$ cat config.mk
export PLATFORM = sky130hd
export DESIGN_NAME = alu_exec_unit
export DESIGN_NICKNAME = d
export VERILOG_FILES = /design/src/rtl/alu_exec_unit.sv
export SDC_FILE = /design/constraint.sdc
export NUM_CORES = 1
export LEC_CHECK = 0
export ABC_AREA = 0
export ABC_CLOCK_PERIOD_IN_PS = 10300
export BUFFER_PORTS_ARGS = -buffer_cell sky130_fd_sc_hd__buf_4
export CAP_MARGIN = 20
export CORE_MARGIN = 4
export CORE_UTILIZATION = 50
export DETAILED_ROUTE_END_ITERATION = 12
export MAX_ROUTING_LAYER = met4
export PLACE_DENSITY = 0.7
export SLEW_MARGIN = 5
export SYNTH_ARGS = -nofsm -noshare
export SYNTH_HDL_FRONTEND = slang
export SYNTH_SLANG_ARGS = --single-unit
$ cat constraint.sdc
create_clock -name clk -period 10.3 [get_ports clk]
set_input_delay 2.06 -clock clk [delete_from_list [all_inputs] [get_ports clk]]
set_output_delay 2.06 -clock clk [all_outputs]
set_load 0.005 [all_outputs]
$ cat src/rtl/alu_exec_unit.sv
// ----------------------------------------------------------------------------
// alu_exec_unit
// Execute-stage ALU. Logical/arithmetic ops finish in a single cycle; SRL is
// iterative (one bit per cycle) so the datapath can stall on shifts.
//
// Ports:
//   clk        : system clock, all state changes on the rising edge
//   reset      : synchronous, active-high reset
//   start      : request pulse, sampled only while not busy
//   aluControl : 4-bit op code from the ALU control decoder, sampled with start
//   srcA       : operand A, sampled with start
//   srcB       : operand B (also the value shifted by SRL), sampled with start
//   shamt      : SRL shift amount, sampled with start
//   aluResult  : registered result, held until the next completion
//   zero       : registered, 1 when aluResult == 0
//   busy       : high while an SRL iteration is in progress
//   done       : one-cycle completion pulse
// ----------------------------------------------------------------------------
module alu_exec_unit #(
    parameter int WIDTH   = 32,
    parameter int SHAMT_W = 5
) (
    input  logic               clk,
    input  logic               reset,
    input  logic               start,
    input  logic [3:0]         aluControl,
    input  logic [WIDTH-1:0]   srcA,
    input  logic [WIDTH-1:0]   srcB,
    input  logic [SHAMT_W-1:0] shamt,
    output logic [WIDTH-1:0]   aluResult,
    output logic               zero,
    output logic               busy,
    output logic               done
);

    localparam logic [3:0] OP_AND  = 4'b0000;
    localparam logic [3:0] OP_OR   = 4'b0001;
    localparam logic [3:0] OP_ADD  = 4'b0010;
    localparam logic [3:0] OP_SUB  = 4'b0110;
    localparam logic [3:0] OP_SLT  = 4'b0111;
    localparam logic [3:0] OP_SRL  = 4'b1001;
    localparam logic [3:0] OP_SLTU = 4'b1111;

    localparam logic [SHAMT_W-1:0] CNT_ONE = {{(SHAMT_W-1){1'b0}}, 1'b1};

    typedef enum logic {
        IDLE,
        SHIFT
    } state_t;

    state_t             state;
    logic [WIDTH-1:0]   shreg;
    logic [SHAMT_W-1:0] cnt;
    logic [WIDTH-1:0]   shreg_next;
    logic [WIDTH-1:0]   single_res;
    logic               srl_iter;

    // Single-cycle result. The SRL arm is only used when shamt == 0, where
    // the shifted value is srcB unchanged; unknown codes fall back to ADD.
    function automatic logic [WIDTH-1:0] alu_single(
        input logic [3:0]       ctrl,
        input logic [WIDTH-1:0] a,
        input logic [WIDTH-1:0] b
    );
        logic signed [WIDTH-1:0] sa;
        logic signed [WIDTH-1:0] sb;
        logic [WIDTH-1:0]        r;
        sa = a;
        sb = b;
        case (ctrl)
            OP_AND:  r = a & b;
            OP_OR:   r = a | b;
            OP_SUB:  r = a - b;
            OP_SLT:  r = {{(WIDTH-1){1'b0}}, (sa < sb)};
            OP_SLTU: r = {{(WIDTH-1){1'b0}}, (a < b)};
            OP_SRL:  r = b;
            default: r = a + b;
        endcase
        return r;
    endfunction

    assign shreg_next = {1'b0, shreg[WIDTH-1:1]};
    assign single_res = alu_single(aluControl, srcA, srcB);
    assign srl_iter   = (aluControl == OP_SRL) && (shamt != '0);

    always_ff @(posedge clk) begin
        if (reset) begin
            state     <= IDLE;
            shreg     <= '0;
            cnt       <= '0;
            aluResult <= '0;
            zero      <= 1'b1;
            busy      <= 1'b0;
            done      <= 1'b0;
        end else begin
            done <= 1'b0;
            case (state)
                IDLE: begin
                    if (start) begin
                        if (srl_iter) begin
                            shreg <= srcB;
                            cnt   <= shamt;
                            busy  <= 1'b1;
                            state <= SHIFT;
                        end else begin
                            aluResult <= single_res;
                            zero      <= (single_res == '0);
                            done      <= 1'b1;
                        end
                    end
                end
                SHIFT: begin
                    // start is deliberately not looked at here: requests
                    // arriving mid-shift are dropped, not queued.
                    shreg <= shreg_next;
                    cnt   <= cnt - CNT_ONE;
                    if (cnt == CNT_ONE) begin
                        aluResult <= shreg_next;
                        zero      <= (shreg_next == '0);
                        done      <= 1'b1;
                        busy      <= 1'b0;
                        state     <= IDLE;
                    end
                end
                default: state <= IDLE;
            endcase
        end
    end

endmodule

==> impl_metrics.toml <==
[clock_network]
tritoncts_num_sinks = 72
cts.htree.levels = 3
clk_pin_slew_ns = 0.06
worstSkewPairLatency_ns = 0.34
cts_tree = "yes"
postCtsResizedCells = 0
clk_path_buf_depth = 2
post_cts_hold_buffer_count = 0
post-cts-setup-buffers = 0
cts-buffers-inserted = 9
clockRootBuffer = "clkbuf_16"

[yosys]
ys.flop_type = "dfxtp_1"
synthCells = 1330
synth.lib_cells_used.distinct = 89
synth.most_common_cell = "nor2_1"
yosys_register_bits = 72
ys_seq_area_share_pct = 16.0
synth_top_area_share_pct = 16.0
synth_commonest_cells = "nor2_1 (210), a21oi_1 (150), nand2_1 (104)"
async_set_or_reset_register_ratio_after_synthesis_pct = 0
biggest_area_consumer_among_synthesized_cells = "dfxtp_1"
synth-edff-count = 0
yosysWarningCount = 0
yosys-top-cells-area = "dfxtp_1 (16%), ha_1 (14%), nor2_1 (8.7%), a21oi_1 (8.3%), nand2_1 (4.3%)"
syn_area_per_cell_um2 = 6.78
netlist_area_um2 = 9020
synth_fp_nets = 1506

[detailed_routing]
via_per_inst = 6.43
drtAntennaViolNets = 0
post-route-drc-count = 0
drt_pre_antenna_iters = 5
num_vias = 10300
postRouteWirelength_mm = 34.5
dr.first_iter.drc_count = 1089
route.detailed.wl_per_inst_um = 21.6

[placed_design]
dp_worst_setup_slack_ns = 4.30
buffer_ports.inserted = 110
gp_congestion = 1.01
hpwl_mm = 26.0

[layout]
insertedDiodeCount = 0
flow.area_growth_from_synthesis_pct = 12.8
nNetsFinal = 1548
drive_above_1_share_pct = 12.9
finalCoreUtilization_pct = 58.2

[timing]
hold_violations = 0
final_min_period_over_clock_period_pct = 55.7
total_negative_setup_slacks_ns = 0
setup_repair_after_global_routing_missed_its_margin = "no"
worst_slack_ns = 4.56
max-slew-margin-rel_pct = 35.9
timing_max_transition_violations_final = 0
setup_viol = 0
achievable-frequency_mhz = 174
fin_worst_skew_ns = 0.00704
tightestPinTransition_ns = 0.962
timing.final.crit_period_ns = 5.74

[die]
chipWidth_um = 142
initial_core_util_pct = 51.6
core-area_um2 = 17500
num_io_pins = 111
fp.dieH_um = 142
die_area_um2 = 20300
num_rows = 48

[critical_path]
cp_data_required_time_ns = 10.55
path_max_fanout = 13
timing.setup.critical_path_class = "input port to register"
worstSetupEndpointType = "register"
worstSetupStartpointType = "input port"
worst_ep_arrival_time_ns = 5.99
reg2reg_slack_ns = 6.65

[pwr]
leakage_component_of_the_power_nw = 4.54
peakVddDrop_v = 0.0000882
power_per_cell_area_nw_per_um2 = 109
design_power_total_mw = 1.11

[global_routing]
global_route.overflow_total = 0
first_pass_grt_wire_length_mm = 53.2
via_count_of_the_first_global_routing_pass = 9629
largest_net_degree_at_the_start_of_global_routing = 96
grt_antenna_before_repair = 0
track_usage_pct = 33.8

[min_path]
min-delay-path-class = "register to register"

[status]
status = "complete, no violations"

[job]
maxCapViolCount = 0
## area by class of cell
class                   instances  area, um^2
clock buffers                  10         229
clock inverters                 6        93.8
fillers                      1751        7300
inverters                      99         372
multi-input cells            1067        6840
flip-flops and latches         72        1440
well taps                     225         282
repair buffers                123         923
## routing by layer
layer	vias to the layer above	share of wire [%]	track usage (%)
met1	4762	42	42.8
li1	4900	-	-
met2	544	46	55.4
met3	92	7.6	4.33
met5	-	0	-
met4	0	4.3	12.3
## placed cells by master (no fill, tap or decap), types with 13 or more instances in the layout
cell type / count
nor2_1: 209
a21oi_1: 150
buf_4: 123
nand2_1: 103
ha_1: 98
inv_1: 97
o21ai_0: 73
dfxtp_1: 71
a211oi_1: 44
nor3_1: 28
a22oi_1: 27
nand3_1: 27
nor4_1: 24
nor2b_1: 17
a21o_1: 15
nand2b_1: 15
a311oi_1: 13
## cell families (layout without fill, tap and decap cells)
family,Yosys count,after routing,synth area share (%)
AO/OA/AOI/OAI,466,466,34.9
XOR/XNOR,6,6,0.582
adder cells (fa/ha/maj),100,100,14.0
buffers and inverters,191,238,8.46
flip-flops,72,72,16.0
multiplexers,10,10,1.19
AND/OR/NAND/NOR,485,485,24.9
## flip-flops by register name, summed over array words and instances (netlist names)
| name | cells |
|---|---|
| aluResult | 32 |
| cnt | 5 |
| state | 1 |
| shreg | 31 |
| done | 1 |
| zero | 1 |
| busy | 1 |
## path summary, 6_finish.rpt
path | from | cells past startpoint | endpoint
worst max-delay path | srcB[8] | 14 | zero
worst max register to register | state | 10 | zero
worst min-delay path | aluResult[31] | 2 | aluResult[31]
worst min register to register | aluResult[31] | 2 | aluResult[31]
## report_power, final
group          switching [mW]  internal [mW]
clock network           0.124          0.213
logic                   0.291          0.171
registers              0.0117          0.295
total                   0.427          0.679
## critical path, cell delays in order
cell       delay, ns
buf_4           0.09
inv_1           0.06
ha_1            0.54
nor2b_1         0.13
or2_2           0.32
a2111oi_0       0.78
nor2_1          0.19
a211oi_1        0.37
o221ai_1        0.18
a21oi_1         0.44
o2111ai_1       0.24
nor4_1          0.24
nand4b_1        0.15
o31ai_2         0.18
## stage by stage
stage / instances / hold slack, ns / instance area [um^2]
detailed placement: 1586 / 0.474 / 9860
global placement: 1586 / 0.466 / 9860
CTS: 1602 / 0.485 / 10200
global route: 1602 / 0.507 / 10200
finish: 1602 / 0.485 / 10200
floorplan: 1330 / 0.464 / 9020
No activity file was read; power rests on OpenSTA's default activity.
